[src/rtl/alien_formation_ctrl_pkg.sv]
// Shared geometry constants and state encoding for the alien formation controller.
package alien_formation_ctrl_pkg;

    localparam int ENEMY_W     = 32;
    localparam int ENEMY_H     = 24;
    localparam int SPACING_X   = 16;
    localparam int SPACING_Y   = 16;
    localparam int SCREEN_W    = 640;
    localparam int START_X     = 64;
    localparam int START_Y     = 48;
    localparam int EDGE_MARGIN = 16;
    localparam int INVADE_Y    = 400;
    localparam int ROWS        = 4;
    localparam int COLS        = 8;
    localparam int STEP_PX     = 2;
    localparam int DROP_PX     = 16;

    localparam int PX = ENEMY_W + SPACING_X;
    localparam int PY = ENEMY_H + SPACING_Y;

    typedef enum logic [2:0] {
        IDLE    = 3'd0,
        MARCH   = 3'd1,
        DROP    = 3'd2,
        CLEARED = 3'd3,
        INVADED = 3'd4
    } formation_state_t;

endpackage

[src/rtl/alien_formation_ctrl_extent.sv]
// Combinational extent of the live formation: outermost columns, lowest row, alive count.
module alien_extent #(
    parameter int ROWS = alien_formation_ctrl_pkg::ROWS,
    parameter int COLS = alien_formation_ctrl_pkg::COLS,
    parameter int CW   = (COLS > 1) ? $clog2(COLS) : 1,
    parameter int RW   = (ROWS > 1) ? $clog2(ROWS) : 1,
    parameter int PCW  = $clog2(ROWS * COLS + 1)
) (
    input  logic [ROWS*COLS-1:0] alive_mask,
    output logic [CW-1:0]        lcol,
    output logic [CW-1:0]        rcol,
    output logic [RW-1:0]        brow,
    output logic                 any_alive,
    output logic [PCW-1:0]       popcount
);

    logic [COLS-1:0] w_col_any;
    logic [ROWS-1:0] w_row_any;

    always_comb begin
        w_col_any = '0;
        w_row_any = '0;
        popcount  = '0;
        lcol      = '0;
        rcol      = '0;
        brow      = '0;
        for (int r = 0; r < ROWS; r++) begin
            for (int c = 0; c < COLS; c++) begin
                w_col_any[c] = w_col_any[c] | alive_mask[r*COLS+c];
                w_row_any[r] = w_row_any[r] | alive_mask[r*COLS+c];
                popcount     = popcount + PCW'(alive_mask[r*COLS+c]);
            end
        end
        // Scan directions make the last hit the extreme one.
        for (int c = COLS - 1; c >= 0; c--)
            if (w_col_any[c]) lcol = CW'(c);
        for (int c = 0; c < COLS; c++)
            if (w_col_any[c]) rcol = CW'(c);
        for (int r = 0; r < ROWS; r++)
            if (w_row_any[r]) brow = RW'(r);
    end

    assign any_alive = |alive_mask;

endmodule

[src/rtl/alien_formation_ctrl.sv]
// Formation march controller: steps sideways at a speed set by the survivors,
// drops and reverses at screen edges, and flags a cleared or invading wave.
module alien_formation_ctrl #(
    parameter int ROWS    = alien_formation_ctrl_pkg::ROWS,
    parameter int COLS    = alien_formation_ctrl_pkg::COLS,
    parameter int STEP_PX = alien_formation_ctrl_pkg::STEP_PX,
    parameter int DROP_PX = alien_formation_ctrl_pkg::DROP_PX
) (
    input  logic                                       pixel_clk,
    input  logic                                       rst,
    input  logic                                       fsync,
    input  logic                                       start,
    input  logic                                       freeze,
    input  logic [ROWS*COLS-1:0]                       alive_mask,
    output logic signed [11:0]                         group_lhpos,
    output logic signed [11:0]                         group_tvpos,
    output logic [7:0]                                 speed,
    output logic                                       dir_right,
    output logic [5:0]                                 alive_count,
    output logic                                       wave_clear,
    output logic                                       invaded,
    output alien_formation_ctrl_pkg::formation_state_t state
);
    import alien_formation_ctrl_pkg::*;

    localparam int CW  = (COLS > 1) ? $clog2(COLS) : 1;
    localparam int RW  = (ROWS > 1) ? $clog2(ROWS) : 1;
    localparam int PCW = $clog2(ROWS * COLS + 1);

    logic [CW-1:0]      w_lcol;
    logic [CW-1:0]      w_rcol;
    logic [RW-1:0]      w_brow;
    logic               w_any_alive;
    logic [PCW-1:0]     w_popcount;

    formation_state_t   r_state;
    logic signed [11:0] r_lhpos;
    logic signed [11:0] r_tvpos;
    logic [7:0]         r_speed;
    logic [7:0]         r_frame_cnt;
    logic               r_dir_right;
    logic [5:0]         r_alive_count;
    logic               r_wave_clear;
    logic               r_invaded;

    alien_extent #(.ROWS(ROWS), .COLS(COLS), .CW(CW), .RW(RW), .PCW(PCW)) u_extent (
        .alive_mask (alive_mask),
        .lcol       (w_lcol),
        .rcol       (w_rcol),
        .brow       (w_brow),
        .any_alive  (w_any_alive),
        .popcount   (w_popcount)
    );

    // Edges are evaluated one step ahead, in 13-bit signed so far-left positions compare correctly.
    logic signed [12:0] w_lcol_px, w_rcol_px, w_brow_py;
    logic signed [12:0] w_right_nx, w_left_nx, w_bottom;
    logic               w_hit_right, w_hit_left, w_invade, w_tick;

    assign w_lcol_px   = 13'(w_lcol) * 13'(PX);
    assign w_rcol_px   = 13'(w_rcol) * 13'(PX);
    assign w_brow_py   = 13'(w_brow) * 13'(PY);
    assign w_right_nx  = 13'(r_lhpos) + w_rcol_px + 13'(ENEMY_W - 1 + STEP_PX);
    assign w_left_nx   = 13'(r_lhpos) + w_lcol_px - 13'(STEP_PX);
    assign w_bottom    = 13'(r_tvpos) + w_brow_py + 13'(ENEMY_H - 1);
    assign w_hit_right = w_right_nx > 13'(SCREEN_W - 1 - EDGE_MARGIN);
    assign w_hit_left  = w_left_nx < 13'(EDGE_MARGIN);
    assign w_invade    = w_bottom >= 13'(INVADE_Y);
    assign w_tick      = r_frame_cnt >= (r_speed - 8'd1);

    // fsync is the only strobe: inputs are sampled and every register moves only in its cycle.
    always_ff @(posedge pixel_clk) begin
        if (rst) begin
            r_state       <= IDLE;
            r_lhpos       <= 12'(START_X);
            r_tvpos       <= 12'(START_Y);
            r_dir_right   <= 1'b1;
            r_frame_cnt   <= '0;
            r_alive_count <= '0;
            r_speed       <= 8'd1;
            r_wave_clear  <= 1'b0;
            r_invaded     <= 1'b0;
        end else if (fsync) begin
            r_alive_count <= 6'(w_popcount);
            r_speed       <= 8'd1 + 8'(w_popcount >> 2);
            if (!freeze) begin
                case (r_state)
                    IDLE, CLEARED, INVADED: begin
                        if (start) begin
                            r_state      <= MARCH;
                            r_lhpos      <= 12'(START_X);
                            r_tvpos      <= 12'(START_Y);
                            r_dir_right  <= 1'b1;
                            r_frame_cnt  <= '0;
                            r_wave_clear <= 1'b0;
                            r_invaded    <= 1'b0;
                        end
                    end
                    MARCH: begin
                        if (!w_any_alive) begin
                            r_state      <= CLEARED;
                            r_wave_clear <= 1'b1;
                        end else if (w_invade) begin
                            r_state   <= INVADED;
                            r_invaded <= 1'b1;
                        end else if (w_tick) begin
                            r_frame_cnt <= '0;
                            if (r_dir_right) begin
                                if (w_hit_right) r_state <= DROP;
                                else             r_lhpos <= r_lhpos + 12'(STEP_PX);
                            end else begin
                                if (w_hit_left)  r_state <= DROP;
                                else             r_lhpos <= r_lhpos - 12'(STEP_PX);
                            end
                        end else begin
                            r_frame_cnt <= r_frame_cnt + 8'd1;
                        end
                    end
                    DROP: begin
                        if (!w_any_alive) begin
                            r_state      <= CLEARED;
                            r_wave_clear <= 1'b1;
                        end else begin
                            r_tvpos     <= r_tvpos + 12'(DROP_PX);
                            r_dir_right <= ~r_dir_right;
                            r_frame_cnt <= '0;
                            r_state     <= MARCH;
                        end
                    end
                    default: r_state <= IDLE;
                endcase
            end
        end
    end

    assign group_lhpos = r_lhpos;
    assign group_tvpos = r_tvpos;
    assign speed       = r_speed;
    assign dir_right   = r_dir_right;
    assign alive_count = r_alive_count;
    assign wave_clear  = r_wave_clear;
    assign invaded     = r_invaded;
    assign state       = r_state;

endmodule

[config.mk]
export PLATFORM = sky130hd
export DESIGN_NAME = alien_formation_ctrl
export DESIGN_NICKNAME = d
export VERILOG_FILES = /design/src/rtl/alien_formation_ctrl_pkg.sv /design/src/rtl/alien_formation_ctrl_extent.sv /design/src/rtl/alien_formation_ctrl.sv
export SDC_FILE = /design/constraint.sdc
export NUM_CORES = 1
export LEC_CHECK = 0
export ABC_AREA = 1
export CAP_MARGIN = 20
export CELL_PAD_IN_SITES_DETAIL_PLACEMENT = 1
export CELL_PAD_IN_SITES_GLOBAL_PLACEMENT = 1
export CORE_ASPECT_RATIO = 1.2
export CORE_MARGIN = 5
export CORE_UTILIZATION = 39
export CTS_CLUSTER_SIZE = 40
export DETAILED_ROUTE_END_ITERATION = 10
export MAX_ROUTING_LAYER = met4
export PLACE_DENSITY = 0.83
export SLEW_MARGIN = 20
export SYNTH_ARGS = -nofsm -noshare
export SYNTH_HDL_FRONTEND = slang
export SYNTH_SLANG_ARGS = --single-unit
[constraint.sdc]
create_clock -name pixel_clk -period 7.3 [get_ports pixel_clk]
set_clock_uncertainty 0.1 [all_clocks]
set_input_delay 1.46 -clock pixel_clk [delete_from_list [all_inputs] [get_ports pixel_clk]]
set_output_delay 1.46 -clock pixel_clk [all_outputs]
set_load 0.005 [all_outputs]
Yosys cells after proc, flatten, opt, wreduce, memory -nomap -nowiden
Cells that the tools add are included.
{"block": "classes", "n_addsub": 43, "mul": 3, "order_cmp": 4, "n_eq_ne": 16, "mux": 53, "bitwise_logic": 47, "reduce_logical": 14}
{"cell": "6-bit by 1-bit adder with 6-bit output", "n": 30}
{"cell": "12-bit two-way mux", "n": 9}
{"cell": "3-bit two-way mux", "n": 21}
{"cell": "12-bit one-hot mux with 2 select lines", "n": 2}
{"cell": "1-bit OR", "n": 45}
{"cell": "8-bit two-way mux", "n": 5}
{"cell": "32-bit OR reduction", "n": 1}
{"cell": "12-bit by 10-bit adder with 13-bit output", "n": 2}
{"cell": "8-bit one-hot mux with 3 select lines", "n": 1}
{"cell": "2-bit != test, second input constant", "n": 7}
{"cell": "12-bit by 9-bit adder with 13-bit output", "n": 1}
{"cell": "13-bit by 6-bit adder with 13-bit output, second input constant", "n": 1}
{"cell": "13-bit by 7-bit adder with 13-bit output, second input constant", "n": 1}
{"cell": "13-bit by 10-bit >= comparator with 1-bit output, second input constant", "n": 1}
{"cell": "13-bit by 11-bit > comparator with 1-bit output, second input constant", "n": 1}
{"cell": "13-bit by 6-bit less-than comparator with 1-bit output, second input constant", "n": 1}
{"cell": "13-bit by 3-bit subtractor with 13-bit output, second input constant", "n": 1}
{"cell": "12-bit by 3-bit adder with 12-bit output, second input constant", "n": 1}
{"cell": "12-bit by 6-bit adder with 12-bit output, second input constant", "n": 1}
{"cell": "6-bit AND reduction", "n": 2}
{"cell": "12-bit by 3-bit subtractor with 12-bit output, second input constant", "n": 1}
{"cell": "3-bit by 2-bit multiplier with 5-bit output, second input constant", "n": 2}
{"cell": "5-bit != test, second input constant", "n": 2}
{"cell": "5-bit AND reduction", "n": 2}
{"cell": "23 further kinds", "n": 39}
{"block": "totals", "ff_bits": 52, "inputBits": 37, "output_inout_bits": 44, "wordCells": 189}

Longest topological paths before layout
{"block": "logic_depth", "depth_word": 32, "mapped_depth": 31, "mapped_depth_nobuf": 30}

Cells and area by module
From an unflattened synthesis, not the netlist that was laid out.
{"block": "unflattened", "hier_cells": 804, "hier_area_um2": 5434.0}
{"module": "alien_formation_ctrl", "instances": 1, "cells_per_inst": 646, "area_each_um2": 4214.0, "seq_area_each_um2": 880.8}
{"module": "alien_extent", "instances": 1, "cells_per_inst": 158, "area_each_um2": 1219.9, "seq_area_each_um2": 0.0}

Worst setup path before layout
Ideal clock, no wire load.
{"block": "synth_path", "path_kind": "input to register", "startpoint": "in alive_mask[0]", "endpoint": "reg r_speed[4], in the netlist speed[4]", "setup_time_ns": 0.065, "t_arrival_ns": 6.275, "required_ns": 7.135, "slack_ns": 0.860, "stages": 19, "path_buffers": 0, "cell_sequence": "inv_1 > ha_1 > inv_1 > fa_1 > fa_1 > fa_1 > fa_1 > fa_1 > fa_1 > inv_1 > fa_1 > fa_1 > a21oi_1 > o21bai_1 > xor2_1 > inv_1 > nor2_1 > a32oi_1 > nor2_1"}
{"block": "synth_via", "elab_chain_cells": 32}
{"item": "from (decl)", "line": "alien_formation_ctrl.sv:14", "text": "input logic [ROWS*COLS-1:0] alive_mask,"}
{"item": "1-bit by 1-bit adder with 2-bit output", "line": "alien_formation_ctrl_extent.sv:31", "text": "popcount = popcount + PCW'(alive_mask[r*COLS+c]);"}
{"item": "6-bit by 1-bit adder with 6-bit output (30 in series)", "line": "alien_formation_ctrl_extent.sv:31"}
{"item": "1-bit by 4-bit adder with 5-bit output", "line": "alien_formation_ctrl.sv:85", "text": "r_speed <= 8'd1 + 8'(w_popcount >> 2);"}
{"item": "to (signal assigned)", "line": "alien_formation_ctrl.sv:85"}
{"item": "to (decl)", "line": "alien_formation_ctrl.sv:39", "text": "logic [7:0] r_speed;"}
No other way between the ends.
A chain may end at the register's enable or synchronous reset.

Final worst setup path
Same ends and word-level chain as after synthesis.

==> metrics.txt <==
status=finished, final reports clean; Clk Latency, worst-skew pair=290 ps; Routed WL=15.0 mm; Max Slew Vio Count=0; CTS Buffer Depth=2; Hold Violations, Final=0; post-synthesis async set-or-reset flop share=0; CTS H-tree depth=2; CTS tree=built; gr usage total=0.207; reg2reg path depth=18; Synth Register Bits=44; detailed-route via count=5098; Synth Flop Type=dfxtp_1; worst min-delay path startpoint=alive_count[4]; Final Instance Count excl. Fillers=1023; CTS Sinks=44; crit-path max FO=3; WP data arrival=7050 ps; Reg clk slew, reported paths=70 ps; DP HPWL=12.8 mm; Post-synth EDFFs=0; # DRC=0; synthesized area=5200 um2; flop-to-flop setup slack=3900 ps; fmax=143 MHz; slew of the pin with the lowest slew margin=653 ps; Total Die Area=15800 um2; Routed Antenna Nets=0; Hold Path Cell Cnt=2; Syn-to-layout area delta=20.0%; Max-cap violations=0; minimum clock period=6990 ps; Worst Path Required=7350 ps; number of setup buffers added after CTS=0; RR Endpoint=group_lhpos[7]; Worst slew margin=0.564; vias in the first global route=5416; Post-CTS Resized=0; Die Wd=115 um; crit path max-delay cell type=fa_1; synthesized instance count=781; synthesized area per cell=6.66 um2; Iter 0 DRT Violations=122; cts bufs inserted=5; critical path capture point type=flop; Critical path origin=alive_mask[0]; critical path class=input pin to flop; first-pass GRT wire length=25.7 mm; Layout Nets=985; root buffer cell=clkbuf_16; Seq/Total Area, Yosys=0.169; Final GP Congestion=0.904; Min-Delay Endpoint=alive_count[4]; most used cell along the critical path=fa_1; DIE HEIGHT=137 um; crit share post-route=0.958; Port Buf Inserts=72; PD cells=278 nW/um2; Core Area=13200 um2; Synth Warn #=0; Synth cell types=40; maximum vdd drop=0.538 mV; Overall Power=1730 uW; worst min path class=flop to flop; Worst Setup Start Kind=input pin; most frequent cells in the layout=167 x inv_1, 154 x nand2_1, 82 x nor2_1; drt pass-1 iters=4; Post-CTS Hold Buffers=0; layout cell share with drive strength beyond 1=0.0304; RSZ-0062 raised after global routing=no; reg2reg start=group_lhpos[6]; leak pwr=0.00305 uW; slowest cell delay on critical path=560 ps; number of core rows=46; drt wl/cell=14.7 um; commonest non-fill, non-tap cell in the layout=inv_1; Via density=4.98; dpl cells=1015; initial antenna violation count=0; critical path, cell by cell=clkdlybuf4s50_1 -> inv_1 -> ha_1 -> inv_1 -> fa_1 -> fa_1 -> fa_1 -> fa_1 -> fa_1 -> fa_1 -> inv_1 -> fa_1 -> fa_1 -> a21oi_1 -> o21bai_1 -> xor2_2 -> inv_1 -> nor2_1 -> a32oi_1 -> nor2_1; ant diodes=0; pin count of the biggest net entering global routing=18; Final setup viols=0; # IOs=81; initial core utilization=0.395; GR Overflow Total=0
## state kept, by name (all words and copies together), names as in the netlist
signal       flops
group_lhpos     11
group_tvpos      8
r_frame_cnt      8
alive_count      6
speed            5
state            3
dir_right        1
invaded          1
wave_clear       1
## cell families after synthesis
family / after synthesis / share of synthesized area
simple gates: 329 / 0.277
buf+inv: 187 / 0.145
compound gates: 109 / 0.116
fa+ha+maj: 94 / 0.264
flops: 44 / 0.169
xor+xnor: 17 / 0.0286
other cells: 1 / 0.000721
## through the flow
step                hold slack [ps]  area, um2  setup WS, ps  setup TNS, ps   util
CTS                             378       6240           230              0  0.473
global route                    409       6240          20.3              0  0.474
floorplan                       352       5230           860              0      -
global placement                361       6060          95.6              0  0.460
detailed placement              365       6060         -46.3          -61.4  0.460
finish                          373       6240           306              0  0.474
## critical path: cells and delay by family
| family | cells | cell delay [ps] |
|---|---|---|
| adders and majority gates | 9 | 4040 |
| AOI/OAI and AO/OA | 3 | 490 |
| xor gates and xnor gates | 1 | 180 |
| and+or+nand+nor | 2 | 100 |
| buffers and inverters | 5 | 760 |
## final cells by class
cell class              count  area (um2)
multi-input cells         558        3600
repair buffers             74         736
clock buffers               5         125
clock inverters             3        46.3
flip-flops and latches     44         881
fillers                  1788        6940
inverters                 171         642
well taps                 168         210
## power by group
| group | internal, uW | total [uW] | switching, uW |
|---|---|---|---|
| clock | 163 | 264 | 101 |
| sequential | 270 | 296 | 26.5 |
| combinational | 509 | 1170 | 665 |
## synth_stat cells, types with 2 or more instances
cell / instances / area (um2)
o21a_1: 2 / 15.0
inv_2: 4 / 15.0
ha_1: 68 / 851
o21bai_1: 3 / 22.5
o21ai_0: 35 / 175
nand3b_1: 4 / 30.0
nor4_1: 9 / 56.3
xor2_1: 12 / 105
nor2_1: 82 / 308
a31oi_1: 3 / 18.8
buf_6: 2 / 22.5
a21o_1: 2 / 15.0
nand2_1: 154 / 578
nor2_4: 2 / 22.5
o2111ai_1: 2 / 17.5
dfxtp_1: 44 / 881
a211oi_1: 3 / 22.5
o21ai_1: 4 / 20.0
nand4_1: 9 / 56.3
nor3_1: 13 / 65.1
nand3_1: 46 / 230
inv_1: 167 / 627
nor2_2: 2 / 12.5
a21oi_1: 51 / 255
fa_1: 26 / 521
buf_4: 10 / 75.1
clkbuf_1: 4 / 15.0
xnor2_1: 5 / 43.8
nor3_2: 2 / 20.0
## worst max-delay path by stage
stage	end	slack, ps
final	speed[4]	310
after floorplan	speed[4]	860
after CTS	speed[4]	230
after global placement	speed[4]	100
after detailed placement	speed[4]	-50
after global routing	speed[4]	20
## layer usage
metal | vias up | wire length (um) | GRT usage
li1 | 2605 | - | -
met2 | 62 | 7990 | 0.387
met3 | 22 | 334 | 0.0212
met1 | 2409 | 6400 | 0.238
met5 | - | 0 | -
met4 | 0 | 312 | 0.0450
(Power assumes the default switching activity.)
